[src/rtl/data_mem_arbiter.sv]
// Two-requester arbiter that serialises byte/halfword/word loads and stores onto
// a single byte-wide data memory port, one byte per cycle, little-endian.
module data_mem_arbiter #(
    parameter int ADDR_W = 8
) (
    input  logic              clk,
    input  logic              rst_n,
    input  logic              req0,
    input  logic              req1,
    input  logic              we0,
    input  logic              we1,
    input  logic [1:0]        size0,
    input  logic [1:0]        size1,
    input  logic [ADDR_W-1:0] addr0,
    input  logic [ADDR_W-1:0] addr1,
    input  logic [31:0]       wdata0,
    input  logic [31:0]       wdata1,
    output logic              gnt0,
    output logic              gnt1,
    output logic              done0,
    output logic              done1,
    output logic [31:0]       rdata0,
    output logic [31:0]       rdata1,
    output logic [ADDR_W-1:0] mem_addr,
    output logic              mem_we,
    output logic [7:0]        mem_wdata,
    input  logic [7:0]        mem_rdata,
    output logic              busy
);

    typedef enum logic [1:0] {IDLE, XFER, DONE} state_t;

    state_t      state, state_nxt;
    logic        owner;
    logic        last_gnt;
    logic        we_lat;
    logic [1:0]  size_lat;
    logic [31:0] wdata_lat;
    logic [31:0] rbuf;
    logic [1:0]  idx;
    logic        xfer_last;
    logic [31:0] load_word;

    function automatic logic [1:0] last_index(input logic [1:0] size);
        case (size)
            2'b00:   return 2'd0;
            2'b01:   return 2'd1;
            default: return 2'd3;
        endcase
    endfunction

    function automatic logic [7:0] get_byte(input logic [31:0] word, input logic [1:0] sel);
        return word[{sel, 3'b000} +: 8];
    endfunction

    function automatic logic [31:0] put_byte(input logic [31:0] word, input logic [1:0] sel,
                                             input logic [7:0] data);
        logic [31:0] w;
        w = word;
        w[{sel, 3'b000} +: 8] = data;
        return w;
    endfunction

    // Ties go to whichever requester was not served last.
    always_comb begin
        gnt0      = 1'b0;
        gnt1      = 1'b0;
        done0     = 1'b0;
        done1     = 1'b0;
        state_nxt = state;
        xfer_last = (state == XFER) && (idx == last_index(size_lat));
        load_word = put_byte(rbuf, idx, mem_rdata);
        mem_we    = (state == XFER) && we_lat;
        busy      = (state != IDLE);
        case (state)
            IDLE: begin
                gnt0 = req0 && (!req1 || last_gnt);
                gnt1 = req1 && (!req0 || !last_gnt);
                if (gnt0 || gnt1) state_nxt = XFER;
            end
            XFER: begin
                if (xfer_last) state_nxt = DONE;
            end
            DONE: begin
                done0     = !owner;
                done1     = owner;
                state_nxt = IDLE;
            end
            default: state_nxt = IDLE;
        endcase
    end

    always_ff @(posedge clk or negedge rst_n) begin
        if (!rst_n) begin
            state     <= IDLE;
            owner     <= 1'b0;
            last_gnt  <= 1'b1;
            we_lat    <= 1'b0;
            size_lat  <= 2'b00;
            wdata_lat <= '0;
            rbuf      <= '0;
            idx       <= 2'd0;
            rdata0    <= '0;
            rdata1    <= '0;
            mem_addr  <= '0;
            mem_wdata <= '0;
        end else begin
            state <= state_nxt;
            if (gnt0 || gnt1) begin
                owner     <= gnt1;
                last_gnt  <= gnt1;
                we_lat    <= gnt1 ? we1 : we0;
                size_lat  <= gnt1 ? size1 : size0;
                wdata_lat <= gnt1 ? wdata1 : wdata0;
                mem_addr  <= gnt1 ? addr1 : addr0;
                mem_wdata <= gnt1 ? wdata1[7:0] : wdata0[7:0];
                rbuf      <= '0;
                idx       <= 2'd0;
            end else if (state == XFER) begin
                rbuf <= load_word;
                if (xfer_last) begin
                    // Publish only the completed word so rdata never shows partial loads.
                    if (!we_lat) begin
                        if (owner) rdata1 <= load_word;
                        else       rdata0 <= load_word;
                    end
                end else begin
                    idx       <= idx + 2'd1;
                    mem_addr  <= mem_addr + ADDR_W'(1);
                    mem_wdata <= get_byte(wdata_lat, idx + 2'd1);
                end
            end
        end
    end

endmodule

[config.mk]
export PLATFORM = sky130hd
export DESIGN_NAME = data_mem_arbiter
export DESIGN_NICKNAME = d
export VERILOG_FILES = /design/src/rtl/data_mem_arbiter.sv
export SDC_FILE = /design/constraint.sdc
export NUM_CORES = 1
export LEC_CHECK = 0
export BUFFER_PORTS_ARGS = -buffer_cell sky130_fd_sc_hd__buf_2
export CORE_MARGIN = 3
export CORE_UTILIZATION = 53
export DETAILED_ROUTE_END_ITERATION = 10
export PLACE_DENSITY = 0.8
export SKIP_LAST_GASP = 1
export SLEW_MARGIN = 20
export SYNTH_ARGS = -nofsm -noshare
export SYNTH_HDL_FRONTEND = slang
export SYNTH_SLANG_ARGS = --single-unit
[constraint.sdc]
create_clock -name clk -period 2.8 [get_ports clk]
set_input_delay 0 -clock clk [delete_from_list [all_inputs] [get_ports clk]]
set_output_delay 0 -clock clk [all_outputs]
set_load 0.02 [all_outputs]
==> impl_metrics.ini, run 1 <==
[grt]
antenna_found_initial = 0
grt_pass1_wl_mm = 31.5
gr-total-overflow = 0
grt_pass1_vias = 6232
grt_usage_pct = 27.5
grt_max_degree = 124

[timing]
final_hold_viol_count = 0
setup_violations = 0
fin_crit_sh_pct = 96.4
slew_headroom_pct = 37.9
fin_worst_skew_ps = 7.51
period_needed_ps = 2700
setup-tns-final_ps = 0
fmax_mhz = 371
slew_violations = 0
rsz0062_at_grt = false
worstMarginPinSlew_ps = 931

[placed_design]
dp_cells = 932
placed_area_um2 = 8030
dp_hpwl_mm = 12.3
gp_congestion = 0.836
portBuffers = 183

[clock_tree]
htree_levels = 4
cts_made_buffers = 17
clock_path_buffers = 2
cts_tree = built
cts_sinks = 153
clk_latency_ps = 420
clk_pin_slew_ps = 60
post_cts_buffers = 0
cts_root_buf = clkbuf_16

[floorplan]
io_pins = 184
fp.dieW_um = 121
start_util_pct = 54.7
die_area_um2 = 14600
core_area_um2 = 12800
die_h_um = 121
num_rows = 41

[setup_path]
setup.worst_path.class = reg -> reg
crit_required_ps = 3080
worst_setup_path_start_kind = flip-flop
crit_arrival_ps = 2980
cp-end-kind = flip-flop
worst-path-max-fanout = 29

[synth]
synth_compound_area_share_pct = 15.1
synth-xor-area-share_pct = 0.376
syn-num-nets = 717
synth_common_cells = dfrtp_1, nand2_1, mux2_2
ys.warnings.count = 0
yosysTopAreaCell = dfrtp_1
synthMuxAreaShare_pct = 14.0
synth_area_um2 = 6990
synth-seq-cells = 153
yosys.area_share.adder_pct = 1.07
synthTopCellsByArea = dfrtp_1, mux2_2, a22o_1, nand2_1, a31oi_1
synth_top_family_by_area = compound AO/OA/AOI/OAI gates
synthCells = 613
synthFlopType = dfrtp_1
ys_types = 44
ys_async_sr_fraction_pct = 100
synth_most_common_cell = dfrtp_1
synth_edf_count = 0
synth_top_area_share_pct = 54.4
ys_seq_area_share_pct = 54.8
syn_area_per_cell_um2 = 11.4
synth-simple-area-share_pct = 10.6

[pwr]
power_mw = 10.0
power.density_nw_per_um2 = 1050
internal_power_mw = 6.27
seqPwrFrac_pct = 34.1
p_leak_nw = 4.73
pwr-share-clk_pct = 22.7
combPwrFrac_pct = 43.2
p_switching_mw = 3.77
switching_share_pct = 37.6
ir_worst_vdd_uv = 579

[final_layout]
design_area_um2 = 9550
finalNetCount = 976
finish.utilization_pct = 74.8
drive_above_1_share_pct = 34.4
fin_cells = 1057
syn_to_final_growth_pct = 36.7
diodes = 0

[routing]
routed_via_density = 5.72
drcViolationCount = 0
drtIter0Drc = 320
ant_nets = 0
wl_mm = 19.5
vias = 6047
wire_per_inst_um = 18.5
drtPass1Iterations = 5

[worst_hold_path]
min_path_type = in -> reg

[flow_run]
drv_cap = 0

[run_status]
status = completed
flip-flops by register name (all words and copies together) (netlist names):
register   cells
rdata1        32
we_lat         1
idx            2
wdata_lat     32
mem_addr       8
size_lat       2
rdata0        32
owner          1
mem_wdata      8
rbuf          32
state          2
last_gnt       1
stage by stage:
step / hold WS, ps / setup WS [ps]
floorplan: -296 / 697
global placement: 226 / 525
detailed placement: 242 / 424
CTS: 11.8 / 26.8
global route: 32.3 / 8.29
finish: 13.1 / 101
path summary, 6_finish.rpt:
path | cells past startpoint | slack [ps] | endpoint | from
min in group asynchronous | 2 | 300 | rdata0[7] | rst_n
hold / removal | 3 | 10 | mem_wdata[7] | wdata0[7]
max in group asynchronous | 3 | 1700 | rdata1[26] | rst_n
hold reg to reg | 1 | 500 | rdata1[16] | rdata1[16]
setup / recovery | 6 | 100 | wdata_lat[0] | state[0]
setup reg to reg | 6 | 100 | wdata_lat[0] | state[0]
logic make-up after synthesis:
kind of cell,Yosys count
AOI/OAI and AO/OA,147
xor gates and xnor gates,3
adders and majority gates,6
buffers and inverters,62
DFF,153
muxes,80
and+or+nand+nor,162
worst max-delay path, stage by stage (launching register included):
cell and delay [ps]:
dfrtp_1 450, a211oi_4 410, nand2_2 350, buf_4 360
mux2i_1 300, dlygate4sd3_1 600, a21oi_1 70
layout by cell type (no fill, tap or decap), types with 4 or more instances in the layout:
cell and instances:
mux2i_1 8, o21ai_0 11, and2_1 5, mux4_2 8, nand2_1 82, ha_1 6
clkbuf_16 17, clkbuf_1 6, buf_2 182, dlygate4sd3_1 93, a211oi_1 8, a22oi_1 8
buf_4 10, and3_1 8, a21oi_1 23, mux2_2 64, clkinv_2 4, inv_1 12
dfrtp_1 152, nor2_1 41, a31oi_1 33, a22o_1 57
power by group through the flow:
stage / Clock [mW] / Sequential (mW) / Combinational (mW)
6_report: 2.28 / 3.42 / 4.33
3_3_place_gp: 0 / 3.38 / 3.57
3_5_place_dp: 0 / 3.42 / 3.70
5_1_grt: 2.42 / 3.50 / 4.70
4_1_cts: 2.32 / 3.39 / 4.24
2_1_floorplan: 0 / 3.63 / 2.34
layout make-up:
type                       instances  area (um2)
clock buffer                      24         462
clock inverter                     8         120
fill                             814        3220
inverter                          14        53.8
multi-input combinational        398        2900
sequential                       153        3830
tap                              172         215
timing repair buffer             288        1970
layer usage:
layer | routed length [um] | vias to the layer above | GRT usage (%)
met5 | 0 | - | 0
met4 | 654 | 0 | 11.7
met3 | 1160 | 46 | 5.52
met2 | 10300 | 289 | 47.8
met1 | 7450 | 2981 | 33.4
li1 | - | 2731 | -
repair_timing:
action | in CTS | in global routing
hold buffers | 93 | 0
setup endpoints to repair | 0 | 34
endpoints found under the hold margin | 200 | 0
resized for setup | 0 | 2
Power figures use the tool's default switching activity.
==> run 2, diff against run 1 <==
CORE_MARGIN = unset   (was 3)
==> run 2 against run 1 <==
Setup slack improved by 130 ps; critical path type unchanged; final cell count decreased by 0.38%; combinational power about the same; register-to-register slack improved by 130 ps; largest power group unchanged; clock power decreased by 6%; clock skew increased by 4.8 ps; maximum frequency increased by 5.0%; via count about the same; cell area decreased by 0.71%; global-route usage increased by 2.8 points; power decreased by 1.6%.
==> impl_metrics.ini, run 2 (synthesis results as in run 1) <==
[run_status]
status = completed

[final_layout]
syn_to_final_growth_pct = 35.7
design_area_um2 = 9480
drive_above_1_share_pct = 34.8
diodes = 0
finalNetCount = 973
layout_commonest_cell = buf_2
fill_cells = 803
most-common-layout-cells = buf_2, dfrtp_1, dlygate4sd3_1

[clock_tree]
cts_sinks = 153
cts_root_buf = clkbuf_16
cts_made_buffers = 17
clk_pin_slew_ps = 70
clk_latency_ps = 420
cts_tree = built
htree_levels = 4
clock_path_buffers = 2

[grt]
grt_pass1_vias = 6081
gr-total-overflow = 0
grt_max_degree = 93
grt_usage_pct = 30.3
grt_pass1_wl_mm = 30.8
antenna_found_initial = 0

[pwr]
p_leak_nw = 4.69
power.density_nw_per_um2 = 1040
ir_worst_vdd_uv = 539

[timing]
setup-tns-final_ps = 0
fin_crit_sh_pct = 91.8
worstMarginPinSlew_ps = 834
setup_violations = 0
fmax_mhz = 389
slew_headroom_pct = 44.4
period_needed_ps = 2570
final_hold_viol_count = 0
fin_worst_skew_ps = 12.3
rsz0062_at_grt = false
slew_violations = 0

[routing]
wire_per_inst_um = 18.7
drcViolationCount = 0
routed_via_density = 5.74
ant_nets = 0
drtIter0Drc = 448
wl_mm = 19.7
drtPass1Iterations = 5
vias = 6048

[placed_design]
dp_hpwl_mm = 12.2
portBuffers = 183
gp_congestion = 0.817
placed_area_um2 = 8030

[setup_path]
cp-end-kind = flip-flop
worst_setup_path_start_kind = flip-flop
crit_arrival_ps = 2850
regToRegSetupSlack_ps = 230
setup.worst_path.class = reg -> reg
crit_required_ps = 3080
worst-path-max-fanout = 37

[flow_run]
drv_cap = 0

[worst_hold_path]
min_path_type = in -> reg

[floorplan]
num_rows = 41
fp.dieW_um = 117
io_pins = 184
die_area_um2 = 13600
start_util_pct = 54.9
die_h_um = 117
core_area_um2 = 12700
run 2: cell count changes in the layout (fill, tap and decap cells not counted), sizes merged:
cell,delta
bufinv,-2
dlygate4sd3,-3
clkinv,+1
clkinvlp,+3
inv,+1
clkbuf,-5
buf,+1
run 2: critical path: stages (launching register included):
cell	delay (ps)
dfrtp_1	460
a211oi_4	420
nand2_2	240
buf_4	320
mux2i_1	260
dlygate4sd3_1	630
a22oi_1	100
run 2: what timing repair did:
action,4_1_cts,5_1_grt
endpoints found under the setup margin,0,22
resized for setup,0,2
hold buffers,90,0
endpoints found under the hold margin,160,0
setup buffers,0,0
run 2: routing by layer:
metal	part of all wire, %	wire length (um)	GRT usage [%]
met5	0	0	0
met4	3.5	687	15.4
met3	6.6	1290	5.51
met2	52	10300	53.4
met1	38	7410	35.6
run 2: cell type report:
class / instances / area (um2) / area share, %
clock buffers: 20 / 447 / 4.71
well taps: 172 / 215 / 2.27
repair buffers: 285 / 1940 / 20.4
flip-flops and latches: 153 / 3830 / 40.4
inverters: 14 / 53.8 / 0.567
multi-input cells: 398 / 2900 / 30.6
clock inverters: 11 / 100 / 1.06
run 2: report_power, final:
group	total [mW]	switching (mW)	leakage [nW]	internal, mW
clock	2.14	0.902	0.254	1.24
combinational	4.32	2.40	2.48	1.92
sequential	3.42	0.519	1.95	2.90
run 2: worst paths after layout:
check                         start  depth (start not counted)      endpoint
max                        state[0]                          6  mem_wdata[1]
min                        addr1[7]                          4   mem_addr[7]
max reg2reg                state[0]                          6  mem_wdata[1]
min reg2reg                last_gnt                          2      last_gnt
max in group asynchronous     rst_n                          3     rdata1[5]
min in group asynchronous     rst_n                          2     rdata0[6]
run 2: per-stage QoR:
stage | instances | power [mW] | hold slack [ps] | utilization, % | worst slack (ps)
CTS | 1053 | 9.75 | 0.0102 | 74.5 | 125
detailed placement | 932 | 7.10 | 137 | 63.1 | 405
global route | 1053 | 10.4 | 40.4 | 74.5 | 89.3
finish | 1053 | 9.88 | 11.9 | 74.5 | 230
floorplan | 613 | 5.97 | -296 | - | 697
global placement | 932 | 6.93 | 121 | 63.1 | 519
